<file path="config.mk">
export PLATFORM = sky130hd
export DESIGN_NAME = freq_meter_ctrl_flat
export DESIGN_NICKNAME = d
export VERILOG_FILES = /design/src/rtl/freq_meter_ctrl_if.sv /design/src/rtl/freq_meter_ctrl.sv /design/src/flat_wrapper.sv
export SDC_FILE = /design/constraint.sdc
export NUM_CORES = 1
export LEC_CHECK = 0
export CORE_MARGIN = 3
export CORE_UTILIZATION = 45
export DETAILED_ROUTE_END_ITERATION = 8
export GPL_TIMING_DRIVEN = 0
export PLACE_DENSITY_LB_ADDON = 0.2
export SETUP_SLACK_MARGIN = 0.05
export SKIP_CTS_REPAIR_TIMING = 1
export SLEW_MARGIN = 0
export SYNTH_ARGS = -nofsm -noshare
export SYNTH_HDL_FRONTEND = slang
export SYNTH_SLANG_ARGS = --single-unit
</file>
<file path="constraint.sdc">
create_clock -name sys_clk -period 2.1 [get_ports sys_clk]
set_input_delay 0.42 -clock sys_clk [delete_from_list [all_inputs] [get_ports sys_clk]]
set_output_delay 0.42 -clock sys_clk [all_outputs]
set_load 0.05 [all_outputs]
</file>
<file path="src/rtl/freq_meter_ctrl_if.sv">
// Control and result bundle between freq_meter_ctrl (slave) and the result consumer (master).
interface freq_meter_ctrl_if #(
   parameter int unsigned CNT_WIDTH = 32
) ();
   logic                 meas_en;
   logic                 result_ack;
   logic                 result_valid;
   logic [CNT_WIDTH-1:0] fx_cnt;
   logic [CNT_WIDTH-1:0] ref_cnt;
   logic                 err_timeout;
   logic                 err_ovf;
   logic                 gate_open;
   logic                 busy;

   modport master (
      output meas_en, result_ack,
      input  result_valid, fx_cnt, ref_cnt, err_timeout, err_ovf, gate_open, busy
   );

   modport slave (
      input  meas_en, result_ack,
      output result_valid, fx_cnt, ref_cnt, err_timeout, err_ovf, gate_open, busy
   );
endinterface

</file>
<file path="src/rtl/freq_meter_ctrl.sv">
// Equal-precision frequency meter controller: fx-aligned gate, fx/ref counting, valid/ack result.
// Optional macro FREQ_CTRL_GLITCH_FILTER_EN rejects fx high/low phases shorter than 2 sys_clk cycles.
module freq_meter_ctrl #(
   parameter int unsigned CLK_FREQ_HZ    = 50_000_000,
   parameter int unsigned GATE_CYCLES    = 50_000_000,
   parameter int unsigned TIMEOUT_CYCLES = 100_000_000,
   parameter int unsigned CNT_WIDTH      = 32
) (
   input  logic               sys_clk,
   input  logic               rst_n,
   input  logic               fx_in,
   freq_meter_ctrl_if.slave   bus
);

   localparam int unsigned TO_W = $clog2(TIMEOUT_CYCLES);
   localparam int unsigned GT_W = $clog2(GATE_CYCLES);
   localparam logic [TO_W-1:0] TO_LAST   = TO_W'(TIMEOUT_CYCLES - 1);
   // The opening-edge cycle is part of the gate, so MEASURE itself lasts GATE_CYCLES-1 cycles.
   localparam logic [GT_W-1:0] GATE_LAST = GT_W'(GATE_CYCLES - 2);

   if (GATE_CYCLES < 2 || TIMEOUT_CYCLES < 2 || CNT_WIDTH < 2 || CLK_FREQ_HZ == 0) begin : g_bad_params
      $error("freq_meter_ctrl: invalid parameter set");
   end

   typedef enum logic [2:0] {
      S_IDLE       = 3'd0,
      S_WAIT_OPEN  = 3'd1,
      S_MEASURE    = 3'd2,
      S_WAIT_CLOSE = 3'd3,
      S_DONE       = 3'd4
   } state_e;

   state_e               state_q, state_d;
   logic                 sync1_q, sync2_q, hist_q;
   logic                 fx_edge_s;
   logic [TO_W-1:0]      to_timer_q, to_timer_d;
   logic [GT_W-1:0]      gate_timer_q, gate_timer_d;
   logic [CNT_WIDTH-1:0] work_fx_q, work_fx_d, work_ref_q, work_ref_d;
   logic                 ovf_q, ovf_d;
   logic [CNT_WIDTH-1:0] fx_cnt_q, fx_cnt_d, ref_cnt_q, ref_cnt_d;
   logic                 err_timeout_q, err_timeout_d, err_ovf_q, err_ovf_d;
   logic                 result_valid_q, result_valid_d;
   logic                 gate_open_q, gate_open_d, busy_q, busy_d;
   logic [CNT_WIDTH:0]   fx_inc_s, ref_inc_s;
   logic                 ovf_next_s;

   // Returns {increment_lost, value}; the value sticks at all-ones instead of wrapping.
   function automatic logic [CNT_WIDTH:0] sat_inc(input logic [CNT_WIDTH-1:0] v, input logic en);
      if (!en) begin
         return {1'b0, v};
      end else if (&v) begin
         return {1'b1, v};
      end else begin
         return {1'b0, v + {{(CNT_WIDTH-1){1'b0}}, 1'b1}};
      end
   endfunction

   // fx_in synchroniser plus history flop for rising-edge detection.
   always_ff @(posedge sys_clk or negedge rst_n) begin
      if (!rst_n) begin
         sync1_q <= 1'b0;
         sync2_q <= 1'b0;
         hist_q  <= 1'b0;
      end else begin
         sync1_q <= fx_in;
         sync2_q <= sync1_q;
         hist_q  <= sync2_q;
      end
   end

`ifdef FREQ_CTRL_GLITCH_FILTER_EN
   logic hist2_q, hist3_q, edge_q;

   // Accept an edge only after two low cycles followed by two high cycles.
   always_ff @(posedge sys_clk or negedge rst_n) begin
      if (!rst_n) begin
         hist2_q <= 1'b0;
         hist3_q <= 1'b0;
         edge_q  <= 1'b0;
      end else begin
         hist2_q <= hist_q;
         hist3_q <= hist2_q;
         edge_q  <= sync2_q & hist_q & ~hist2_q & ~hist3_q;
      end
   end

   assign fx_edge_s = edge_q;
`else
   assign fx_edge_s = sync2_q & ~hist_q;
`endif

   assign fx_inc_s   = sat_inc(work_fx_q, fx_edge_s);
   assign ref_inc_s  = sat_inc(work_ref_q, 1'b1);
   assign ovf_next_s = ovf_q | fx_inc_s[CNT_WIDTH] | ref_inc_s[CNT_WIDTH];

   // Next-state and datapath control.
   always_comb begin
      state_d        = state_q;
      to_timer_d     = to_timer_q;
      gate_timer_d   = gate_timer_q;
      work_fx_d      = work_fx_q;
      work_ref_d     = work_ref_q;
      ovf_d          = ovf_q;
      fx_cnt_d       = fx_cnt_q;
      ref_cnt_d      = ref_cnt_q;
      err_timeout_d  = err_timeout_q;
      err_ovf_d      = err_ovf_q;
      result_valid_d = result_valid_q;

      case (state_q)
         S_IDLE: begin
            to_timer_d = '0;
            ovf_d      = 1'b0;
            work_fx_d  = '0;
            work_ref_d = '0;
            if (bus.meas_en) begin
               state_d = S_WAIT_OPEN;
            end else begin
               state_d = S_IDLE;
            end
         end
         S_WAIT_OPEN: begin
            if (!bus.meas_en) begin
               state_d = S_IDLE;
            end else if (fx_edge_s) begin
               state_d      = S_MEASURE;
               work_fx_d    = '0;
               work_ref_d   = '0;
               gate_timer_d = '0;
            end else if (to_timer_q == TO_LAST) begin
               state_d       = S_DONE;
               fx_cnt_d      = '0;
               ref_cnt_d     = '0;
               err_timeout_d = 1'b1;
               err_ovf_d     = 1'b0;
            end else begin
               to_timer_d = to_timer_q + TO_W'(1'b1);
            end
         end
         S_MEASURE: begin
            if (!bus.meas_en) begin
               state_d = S_IDLE;
            end else begin
               work_fx_d    = fx_inc_s[CNT_WIDTH-1:0];
               work_ref_d   = ref_inc_s[CNT_WIDTH-1:0];
               ovf_d        = ovf_next_s;
               gate_timer_d = gate_timer_q + GT_W'(1'b1);
               if (gate_timer_q == GATE_LAST) begin
                  state_d    = S_WAIT_CLOSE;
                  to_timer_d = '0;
               end else begin
                  state_d = S_MEASURE;
               end
            end
         end
         S_WAIT_CLOSE: begin
            if (!bus.meas_en) begin
               state_d = S_IDLE;
            end else begin
               work_fx_d  = fx_inc_s[CNT_WIDTH-1:0];
               work_ref_d = ref_inc_s[CNT_WIDTH-1:0];
               ovf_d      = ovf_next_s;
               if (fx_edge_s || (to_timer_q == TO_LAST)) begin
                  state_d       = S_DONE;
                  fx_cnt_d      = fx_inc_s[CNT_WIDTH-1:0];
                  ref_cnt_d     = ref_inc_s[CNT_WIDTH-1:0];
                  err_timeout_d = ~fx_edge_s;
                  err_ovf_d     = ovf_next_s;
               end else begin
                  to_timer_d = to_timer_q + TO_W'(1'b1);
               end
            end
         end
         S_DONE: begin
            if (result_valid_q && bus.result_ack) begin
               result_valid_d = 1'b0;
               state_d        = S_IDLE;
            end else begin
               result_valid_d = 1'b1;
            end
         end
         default: begin
            state_d = S_IDLE;
         end
      endcase

      gate_open_d = (state_d == S_MEASURE) || (state_d == S_WAIT_CLOSE);
      busy_d      = (state_d != S_IDLE);
   end

   // State, working counters and registered outputs.
   always_ff @(posedge sys_clk or negedge rst_n) begin
      if (!rst_n) begin
         state_q        <= S_IDLE;
         to_timer_q     <= '0;
         gate_timer_q   <= '0;
         work_fx_q      <= '0;
         work_ref_q     <= '0;
         ovf_q          <= 1'b0;
         fx_cnt_q       <= '0;
         ref_cnt_q      <= '0;
         err_timeout_q  <= 1'b0;
         err_ovf_q      <= 1'b0;
         result_valid_q <= 1'b0;
         gate_open_q    <= 1'b0;
         busy_q         <= 1'b0;
      end else begin
         state_q        <= state_d;
         to_timer_q     <= to_timer_d;
         gate_timer_q   <= gate_timer_d;
         work_fx_q      <= work_fx_d;
         work_ref_q     <= work_ref_d;
         ovf_q          <= ovf_d;
         fx_cnt_q       <= fx_cnt_d;
         ref_cnt_q      <= ref_cnt_d;
         err_timeout_q  <= err_timeout_d;
         err_ovf_q      <= err_ovf_d;
         result_valid_q <= result_valid_d;
         gate_open_q    <= gate_open_d;
         busy_q         <= busy_d;
      end
   end

   assign bus.result_valid = result_valid_q;
   assign bus.fx_cnt       = fx_cnt_q;
   assign bus.ref_cnt      = ref_cnt_q;
   assign bus.err_timeout  = err_timeout_q;
   assign bus.err_ovf      = err_ovf_q;
   assign bus.gate_open    = gate_open_q;
   assign bus.busy         = busy_q;

endmodule

</file>
<file path="src/flat_wrapper.sv">
// flat-port wrapper written by rule: the top's interface ports become plain ports
module freq_meter_ctrl_flat 
#(
   parameter int unsigned CLK_FREQ_HZ    = 50_000_000,
   parameter int unsigned GATE_CYCLES    = 50_000_000,
   parameter int unsigned TIMEOUT_CYCLES = 100_000_000,
   parameter int unsigned CNT_WIDTH      = 32
)
  (sys_clk, rst_n, fx_in, bus_meas_en, bus_result_ack, bus_result_valid, bus_fx_cnt, bus_ref_cnt, bus_err_timeout, bus_err_ovf, bus_gate_open, bus_busy);
  freq_meter_ctrl_if #(.CNT_WIDTH(CNT_WIDTH)) bus_i ();
  input  logic sys_clk;
  input  logic rst_n;
  input  logic fx_in;
  input wire logic [$bits(bus_i.meas_en)-1:0] bus_meas_en;
  input wire logic [$bits(bus_i.result_ack)-1:0] bus_result_ack;
  output wire logic [$bits(bus_i.result_valid)-1:0] bus_result_valid;
  output wire logic [$bits(bus_i.fx_cnt)-1:0] bus_fx_cnt;
  output wire logic [$bits(bus_i.ref_cnt)-1:0] bus_ref_cnt;
  output wire logic [$bits(bus_i.err_timeout)-1:0] bus_err_timeout;
  output wire logic [$bits(bus_i.err_ovf)-1:0] bus_err_ovf;
  output wire logic [$bits(bus_i.gate_open)-1:0] bus_gate_open;
  output wire logic [$bits(bus_i.busy)-1:0] bus_busy;
  assign bus_i.meas_en = bus_meas_en;
  assign bus_i.result_ack = bus_result_ack;
  assign bus_result_valid = bus_i.result_valid;
  assign bus_fx_cnt = bus_i.fx_cnt;
  assign bus_ref_cnt = bus_i.ref_cnt;
  assign bus_err_timeout = bus_i.err_timeout;
  assign bus_err_ovf = bus_i.err_ovf;
  assign bus_gate_open = bus_i.gate_open;
  assign bus_busy = bus_i.busy;
  freq_meter_ctrl #(.CLK_FREQ_HZ(CLK_FREQ_HZ), .GATE_CYCLES(GATE_CYCLES), .TIMEOUT_CYCLES(TIMEOUT_CYCLES), .CNT_WIDTH(CNT_WIDTH)) u_core (.sys_clk(sys_clk), .rst_n(rst_n), .fx_in(fx_in), .bus(bus_i));
endmodule
</file>
### Yosys cells after proc, flatten, opt, wreduce, memory -nomap -nowiden

Index checks and enable logic that the tools add are counted.

* bits in registers: 193
* input port bits: 5

* add/sub/neg operators: 4
* eq/ne operators: 19
* muxes and demuxes: 55
* bitwise operators: 5
* reductions and logical operators: 18

Operator list (number)
* $mux 32: 11
* $pmux 32 s3: 2
* $mux 27: 7
* $pmux 32 s2: 2
* $pmux 27 s4: 1
* $mux 33: 3
* $mux 26: 3
* $add 32x1->32 const B: 2
* $reduce_and 32->1: 2
* $pmux 26 s2: 1
* $add 27x1->27 const B: 1
* $eq 27x27->1 const B: 1
* $add 26x1->26 const B: 1
* $eq 26x26->1 const B: 1
* $mux 3: 7
* $pmux 3 s5: 1
* $mux 1: 14
* $eq 3x2->1 const B: 4
* $ne 2x2->1 const B: 6
* $ne 2x1->1 const B: 5
* $reduce_and 4->1: 2
* $reduce_and 8->1: 1
* $pmux 1 s2: 3
* $reduce_and 6->1: 1
* other kinds (13): 19

### Longest topological paths before layout

Gate-level depths: netlist of the first run.

* depth in word-level cells: 8
* depth in mapped cells: 10

### Worst setup path before layout of the first run

Ideal clock, no wire load.

* path type: register to register
* start: reg u_core.to_timer_q[8]
* end: reg u_core.busy_q, in the netlist u_core.bus.busy
* setup time: 131 ps
* arrival: 2103 ps
* data required time: 1969 ps
* setup slack: -134 ps
* cell stages (with the launch flop): 8
* buffers on the path: 1
* period minus slack after synthesis: 2234 ps
* cell sequence: dfrtp_1 -> or4_4 -> nor4_4 -> and2_1 -> buf_4 -> o21ai_2 -> a21o_1 -> or3_1

* cells in the longest elaborated chain, start to end: 6

RTL lines
* start: declaration: line freq_meter_ctrl.sv:36 `logic [TO_W-1:0] to_timer_q, to_timer_d;`
* start signal: assignment: line freq_meter_ctrl.sv:209 `to_timer_q <= to_timer_d;`
* $eq 27x27->1 (*): line freq_meter_ctrl.sv:130, freq_meter_ctrl.sv:163
* $mux 3 or $logic_or 1x1->1 (tied branches): line freq_meter_ctrl.sv:130, freq_meter_ctrl.sv:163
* $mux 3, on equally long branches: line freq_meter_ctrl.sv:125, freq_meter_ctrl.sv:163
* $mux 3, on equally long branches: line freq_meter_ctrl.sv:123, freq_meter_ctrl.sv:157
* $pmux 3 s5 (*): line freq_meter_ctrl.sv:110 `case (state_q)`
* via u_core.state_d[1]: line freq_meter_ctrl.sv:33 `state_e state_q, state_d;`
* $reduce_bool 3->1 (*): line freq_meter_ctrl.sv:188 `busy_d = (state_d != S_IDLE);`
* via u_core.busy_d: line freq_meter_ctrl.sv:43 `logic gate_open_q, gate_open_d, busy_q, busy_d;`
* end signal: assignment: line freq_meter_ctrl.sv:220 `busy_q <= busy_d;`
* end: declaration: line freq_meter_ctrl.sv:43

Mark *: on every way through the listed nets, which the timed path passes. The rest lies on a longest branch.
A chain may end at the register's enable or synchronous reset.

### Worst setup path after layout of the first run

* start: reg u_core.to_timer_q[9]
* end: reg u_core.busy_q, in the netlist u_core.bus.busy

Same word-level chain as after synthesis.

==> impl_metrics.toml, run 1 <==
[run_status]
run_status = "complete, but fails checks"
violations_in_the_final_reports = "setup timing"

[sta]
timing.fmax_mhz = 431
post-route-period-util = 1.10
slew_violations = 0
max_slew_margin = 0.503
rsz0062_at_grt = "yes"
worstMarginPinSlew_ns = 0.743
finalClockSkew_ns = 0.00981
setup_viol_count_final = 89
timing.final.crit_period_ns = 2.32
fin_worst_hold_slack_ns = 0.0345
setup_ws_ns = -0.219
timing_hold_violations_final = 0

[drt]
viasPerCell = 5.86
totalWireLength_mm = 29.0
num_vias = 9041
drc_errors_left = 0
detail-route-antenna-nets = 0
drt_pre_antenna_iters = 6
first_drt_iteration_drcs = 710
detail_route.wl_per_cell_um = 18.8

[min_path]
hold_class = "input pin to async pin"

[yosys]
synth_nets = 1097
postSynthRegisterBits = 193
synth_enable_flop_cells = 0
synth_largest_type_area_fraction = 0.486
synth.cell_area_um2 = 9950
ys_warn_count = 0
synth_top_area_cell = "sky130_fd_sc_hd__dfrtp_1"
synth_ff_type = "sky130_fd_sc_hd__dfrtp_1"
synth-seq-area-share = 0.486
post_synth.cell_area_avg_um2 = 9.15
post_synth_main_area_contributors = "sky130_fd_sc_hd__dfrtp_1 (49%), sky130_fd_sc_hd__xor2_1 (6.3%), sky130_fd_sc_hd__o21ai_0 (6.0%), sky130_fd_sc_hd__nand2_1 (5.5%), sky130_fd_sc_hd__xnor2_1 (2.8%)"
postSynth.asyncResetShare = 1.00
netlist-cell-type-count = 60
netlist_instances = 1087

[floorplanning]
core.rowCount = 53
chipHeight_um = 155
die-width_um = 155
die_area_um2 = 23900
start_util = 0.466
core_region_area_um2 = 21400
floorplan.io_pins = 74

[pwr]
p_leak_uw = 0.00653
swShare = 0.245
vdd.ir_drop.worst_mv = 0.562
internal_power_uw = 5880
power.total_uw = 7790
power_frac_clock = 0.424
share_of_total_power_in_combinational_logic = 0.089
power_density_nw_per_um2 = 554
switching_power_uw = 1910
seq_power_share = 0.487

[place]
placed_cell_area_um2 = 11300
place_hpwl_mm = 17.3
placement.io_buffers = 73
detailedPlace.worstSlack_ns = -1.21
globalplace.congestion = 0.894
placed_cells = 1437

[global_route]
use_met2 = 0.332
antenna_found_initial = 0
grtUsageTotal = 0.211
overflow = 0
grt_use_met3 = 0.0392
grt_max_degree = 121
first_pass_grt_wire_length_mm = 41.4
first_global_vias = 7892
top_usage_layer = "met2"
met1_track_utilization_from_global_routing = 0.303

[layout]
drive_above_1_share = 0.299
fillers = 1658
antenna-diode-count = 0
finish.net_count = 1267
finalInstanceArea_um2 = 14100
final-instance-count-excl-fill = 1544
syn_to_final_growth_pct = 41.3

[clocking]
worstSkewPairLatency_ns = 0.43
clock_tree_from_tritoncts = "yes"
cts.path.max_buffers = 2
cts_root_buf = "sky130_fd_sc_hd__clkbuf_16"
clkTransAtPathRegs_ns = 0.07
cts_made_buffers = 17
cts.sinks = 193
cts-htree-levels = 4

[setup_path]
startpoint_type = "register"
end_kind = "register"
arrival_time_reported_for_the_critical_path_endpoint_ns = 2.63
required_ns = 2.41
r2r_slack_ns = -0.22
crit_type = "register to register"
path_max_fanout = 7

[run]
maxCapViolCount = 0
routing by layer:
metal	wire length, µm	up-vias	share of wire
li1	-	4190	-
met1	12800	4511	0.44
met2	14000	288	0.48
met3	1520	52	0.053
met4	628	0	0.022
met5	0	-	0
critical path: stages (launching register included):
cell and delay [ns]:
sky130_fd_sc_hd__dfrtp_1 0.41, sky130_fd_sc_hd__or4_4 0.55, sky130_fd_sc_hd__nor4_4 0.23, sky130_fd_sc_hd__buf_4 0.19, sky130_fd_sc_hd__and2_4 0.21, sky130_fd_sc_hd__o21ai_4 0.08, sky130_fd_sc_hd__a21o_1 0.19, sky130_fd_sc_hd__or3_4 0.33
final cells by class:
class | instances | area, µm² | share of cell area
well taps | 275 | 344 | 0.0245
multi-input cells | 804 | 5790 | 0.412
clock buffers | 23 | 488 | 0.0347
clock inverters | 8 | 101 | 0.00721
flip-flops and latches | 193 | 4850 | 0.345
plain buffers | 59 | 568 | 0.0404
inverters | 17 | 63.8 | 0.00454
repair buffers | 165 | 1840 | 0.131
logic make-up after synthesis:
logic type | synth area share
multiplexers | 0.00818
adder cells (fa/ha/maj) | 0.00629
XOR/XNOR | 0.0916
buffers and inverters | 0.0369
AND/OR/NAND/NOR | 0.226
flip-flops | 0.486
AO/OA/AOI/OAI | 0.146
cell usage in the layout, fill, tap and decap left out, types with 19 or more instances in the layout:
master and count:
sky130_fd_sc_hd__a21oi_1 29, sky130_fd_sc_hd__a31oi_1 24, sky130_fd_sc_hd__buf_4 65, sky130_fd_sc_hd__buf_6 28, sky130_fd_sc_hd__clkbuf_16 27, sky130_fd_sc_hd__clkdlybuf4s50_1 28
sky130_fd_sc_hd__dfrtp_1 175, sky130_fd_sc_hd__dlymetal6s2s_1 44, sky130_fd_sc_hd__nand2_1 104, sky130_fd_sc_hd__nand2_2 33, sky130_fd_sc_hd__nand3_1 39, sky130_fd_sc_hd__nand4_1 43
sky130_fd_sc_hd__nor2_1 51, sky130_fd_sc_hd__o21ai_0 40, sky130_fd_sc_hd__o21ai_1 75, sky130_fd_sc_hd__o31ai_1 19, sky130_fd_sc_hd__xnor2_1 29, sky130_fd_sc_hd__xor2_1 62
sequential cells by signal (all words and copies together) (netlist names), 3 cells and up:
signal               count
u_core.state_q           3
u_core.work_ref_q       32
u_core.bus.fx_cnt       32
u_core.to_timer_q       27
u_core.work_fx_q        32
u_core.bus.ref_cnt      32
u_core.gate_timer_q     26
power by group through the flow:
stage                     combinational (µW)  clock, µW  sequential (µW)
after floorplan                          217          0             3910
after CTS                                516       3350             3790
final                                    693       3300             3790
after global routing                     746       3470             3790
after detailed placement                 514          0             3860
after global placement                   496          0             3860
final timing paths:
path,startpoint,to,cells after the start
min,rst_n,u_core.bus.ref_cnt[16],2
max in group asynchronous,rst_n,u_core.work_fx_q[6],3
max reg2reg,u_core.to_timer_q[9],u_core.bus.busy,7
min reg2reg,u_core.sync1_q,u_core.sync2_q,0
min in group sys_clk,u_core.sync1_q,u_core.sync2_q,0
max,u_core.to_timer_q[9],u_core.bus.busy,7
cell usage after synthesis (2+ instances only):
cell type and count:
sky130_fd_sc_hd__a21o_1 11, sky130_fd_sc_hd__a21oi_1 36, sky130_fd_sc_hd__a21oi_2 2, sky130_fd_sc_hd__a22o_1 4, sky130_fd_sc_hd__a31oi_1 28, sky130_fd_sc_hd__a32o_1 2
sky130_fd_sc_hd__a41oi_1 5, sky130_fd_sc_hd__and2_1 9, sky130_fd_sc_hd__and3_1 24, sky130_fd_sc_hd__and4_1 18, sky130_fd_sc_hd__buf_2 19, sky130_fd_sc_hd__clkbuf_1 52
sky130_fd_sc_hd__dfrtp_1 193, sky130_fd_sc_hd__ha_1 5, sky130_fd_sc_hd__inv_1 17, sky130_fd_sc_hd__mux2i_1 7, sky130_fd_sc_hd__nand2_1 145, sky130_fd_sc_hd__nand2b_1 4
sky130_fd_sc_hd__nand3_1 47, sky130_fd_sc_hd__nand3b_1 2, sky130_fd_sc_hd__nand4_1 43, sky130_fd_sc_hd__nand4b_1 2, sky130_fd_sc_hd__nor2_1 71, sky130_fd_sc_hd__nor2b_1 4
sky130_fd_sc_hd__nor3_1 28, sky130_fd_sc_hd__nor3b_1 2, sky130_fd_sc_hd__nor4_1 10, sky130_fd_sc_hd__nor4_2 2, sky130_fd_sc_hd__nor4bb_1 3, sky130_fd_sc_hd__o21a_1 3
sky130_fd_sc_hd__o21ai_0 119, sky130_fd_sc_hd__o21ai_1 4, sky130_fd_sc_hd__o22ai_1 2, sky130_fd_sc_hd__o31ai_1 21, sky130_fd_sc_hd__or2_2 5, sky130_fd_sc_hd__or3_1 12
sky130_fd_sc_hd__xnor2_1 32, sky130_fd_sc_hd__xor2_1 72
metrics by stage:
step / TNS [ns] / util
4_1_cts: -58.34 / 0.556
5_1_grt: -19.42 / 0.658
3_3_place_gp: -1568.92 / 0.525
3_5_place_dp: -100.42 / 0.528
6_report: -12.06 / 0.658
2_1_floorplan: -0.186 / -
Note: power is estimated with default switching activity, not from simulation.
==> run 2: changes to the inputs <==
Settings changed: HOLD_SLACK_MARGIN set to 0.08, MAX_ROUTING_LAYER set to met4.
==> run 2 against run 1 <==
Against the previous run: the run still ends with setup timing left; worst hold slack got worse by 0.0062 ns; count of clock-buffer cells in the layout unchanged; register-to-register slack lost 0.03 ns; sequential cell count unchanged; fmax shrank 1.3%; die area unchanged; wire length decreased by 0.36%; first-iteration DRC count decreased by 5.8%; total power about the same; critical endpoint is now u_core.bus.fx_cnt[31]; largest cell class unchanged.
==> impl_metrics.toml, run 2 (synthesis gave the netlist of run 1 again) <==
[sta]
setup_viol_count_final = 87
slew_violations = 0
max_slew_margin = 0.460
timing.fmax_mhz = 426
worstMarginPinSlew_ns = 0.806
rsz0062_at_grt = "yes"
timing.final.crit_period_ns = 2.35
post-route-period-util = 1.12
finalClockSkew_ns = 0.0111
timing_hold_violations_final = 0
setup_ws_ns = -0.250

[layout]
drive_above_1_share = 0.296
finalInstanceArea_um2 = 14100
finish.net_count = 1267
final-instance-count-excl-fill = 1544
mostFrequentLayoutCell = "sky130_fd_sc_hd__dfrtp_1"
mostFrequentLayoutCells = "sky130_fd_sc_hd__dfrtp_1 (174), sky130_fd_sc_hd__nand2_1 (108), sky130_fd_sc_hd__o21ai_1 (78)"
final_util = 0.658
antenna-diode-count = 0
area_of_combinational_cells_with_multiple_inputs_um2 = 5770
fillers = 1660
combined_flip_flop_and_latch_cell_area_um2 = 4850
syn_to_final_growth_pct = 41.3

[floorplanning]
start_util = 0.466
die_area_um2 = 23900
chipHeight_um = 155
die-width_um = 155
core.rowCount = 53
floorplan.io_pins = 74
core_region_area_um2 = 21400

[place]
globalplace.congestion = 0.910
placed_cells = 1437
place_hpwl_mm = 17.3
placement.io_buffers = 73
placed_cell_area_um2 = 11300

[setup_path]
required_ns = 2.47
crit_type = "register to register"
r2r_slack_ns = -0.25
cp_slowest_cell = "sky130_fd_sc_hd__or4_4"
worstReg2RegEnd = "u_core.bus.fx_cnt[31]"
rr_startpoint = "u_core.to_timer_q[9]"
arrival_time_reported_for_the_critical_path_endpoint_ns = 2.72
r2r.worst_path.cells = 8
crit_chain = "or4_4 > nor4_4 > buf_4 > and2_4 > o21ai_2 > buf_6 > nor3b_2 > a21o_1"
end_kind = "register"
startpoint_of_the_most_critical_setup_path = "u_core.to_timer_q[9]"
path_max_fanout = 7
startpoint_type = "register"
worst_path_largest_cell_delay_ns = 0.55

[drt]
viasPerCell = 5.83
drc_errors_left = 0
totalWireLength_mm = 28.9
drt_pre_antenna_iters = 7
first_drt_iteration_drcs = 669
num_vias = 9002
detail_route.wl_per_cell_um = 18.7
detail-route-antenna-nets = 0

[clocking]
cts-htree-levels = 4
cts.sinks = 193
cts_made_buffers = 17
cts.path.max_buffers = 2
clock_tree_from_tritoncts = "yes"
clkTransAtPathRegs_ns = 0.07
worstSkewPairLatency_ns = 0.44
cts_root_buf = "sky130_fd_sc_hd__clkbuf_16"

[pwr]
switching_power_uw = 1920
internal_power_uw = 5880
power_density_nw_per_um2 = 555
power_frac_clock = 0.424
power.total_uw = 7790
seq_power_share = 0.487
share_of_total_power_in_combinational_logic = 0.090
swShare = 0.246
p_leak_uw = 0.00650
vdd.ir_drop.worst_mv = 0.565

[global_route]
grtUsageTotal = 0.217
antenna_found_initial = 0
grt_max_degree = 121
first_global_vias = 7896
first_pass_grt_wire_length_mm = 41.4
overflow = 0

[run]
maxCapViolCount = 0

[run_status]
run_status = "complete, but fails checks"
violations_in_the_final_reports = "setup timing"

[min_path]
hold_class = "input pin to async pin"
==> run 2: changes by cell type in the layout (fill, tap and decap cells not counted), sizes merged <==
| cell | before | now |
|---|---|---|
| clkdlybuf4s50 | 28 | 30 |
| clkbuf | 58 | 57 |
| dlymetal6s2s | 44 | 42 |
| buf | 117 | 118 |
==> run 2: per-stage QoR <==
step | setup slack (ns) | hold slack, ns | setup TNS (ns)
4_1_cts | -0.747 | 0.0638 | -58.34
2_1_floorplan | -0.0346 | 0.124 | -0.186
6_report | -0.250 | 0.0283 | -11.55
3_3_place_gp | -7.63 | 0.332 | -1568.92
5_1_grt | -0.285 | 0.0868 | -19.04
3_5_place_dp | -1.21 | 0.335 | -100.42
==> run 2: area by class of cell <==
class / count / share of cell area
tap: 275 / 0.0245
clock buffer: 23 / 0.0347
buffer: 59 / 0.0407
inverter: 17 / 0.00454
timing repair buffer: 165 / 0.132
multi-input combinational: 804 / 0.411
sequential: 193 / 0.345
clock inverter: 8 / 0.00721
==> run 2: worst max-delay path by stage <==
stage / end / cells past startpoint
3_3_place_gp: u_core.to_timer_q[17] / 1
6_report: u_core.bus.fx_cnt[31] / 8
4_1_cts: u_core.work_ref_q[14] / 8
3_5_place_dp: u_core.work_fx_q[19] / 8
5_1_grt: u_core.bus.fx_cnt[31] / 8
2_1_floorplan: u_core.bus.fx_cnt[1] / 9
==> run 2: worst max-delay path: cells and delay by family (launching register included) <==
family                 cells  cell delay (ns)
buffers and inverters      2             0.37
DFF                        1             0.41
AOI/OAI and AO/OA          2             0.26
and+or+nand+nor            4             1.26
==> run 2: power by group through the flow <==
| stage | logic (µW) | registers, µW | clock network, µW |
|---|---|---|---|
| global route | 751 | 3790 | 3470 |
| floorplan | 217 | 3910 | 0 |
| detailed placement | 514 | 3860 | 0 |
| global placement | 496 | 3860 | 0 |
| finish | 700 | 3790 | 3300 |
| CTS | 516 | 3790 | 3350 |
==> run 2: routing by layer <==
metal / wire length (µm) / global-route usage / vias to the layer above
li1: - / - / 4202
met1: 12700 / 0.303 / 4450
met2: 13800 / 0.331 / 296
met3: 1630 / 0.0386 / 54
met4: 696 / 0.0542 / 0
met5: 0 / - / -
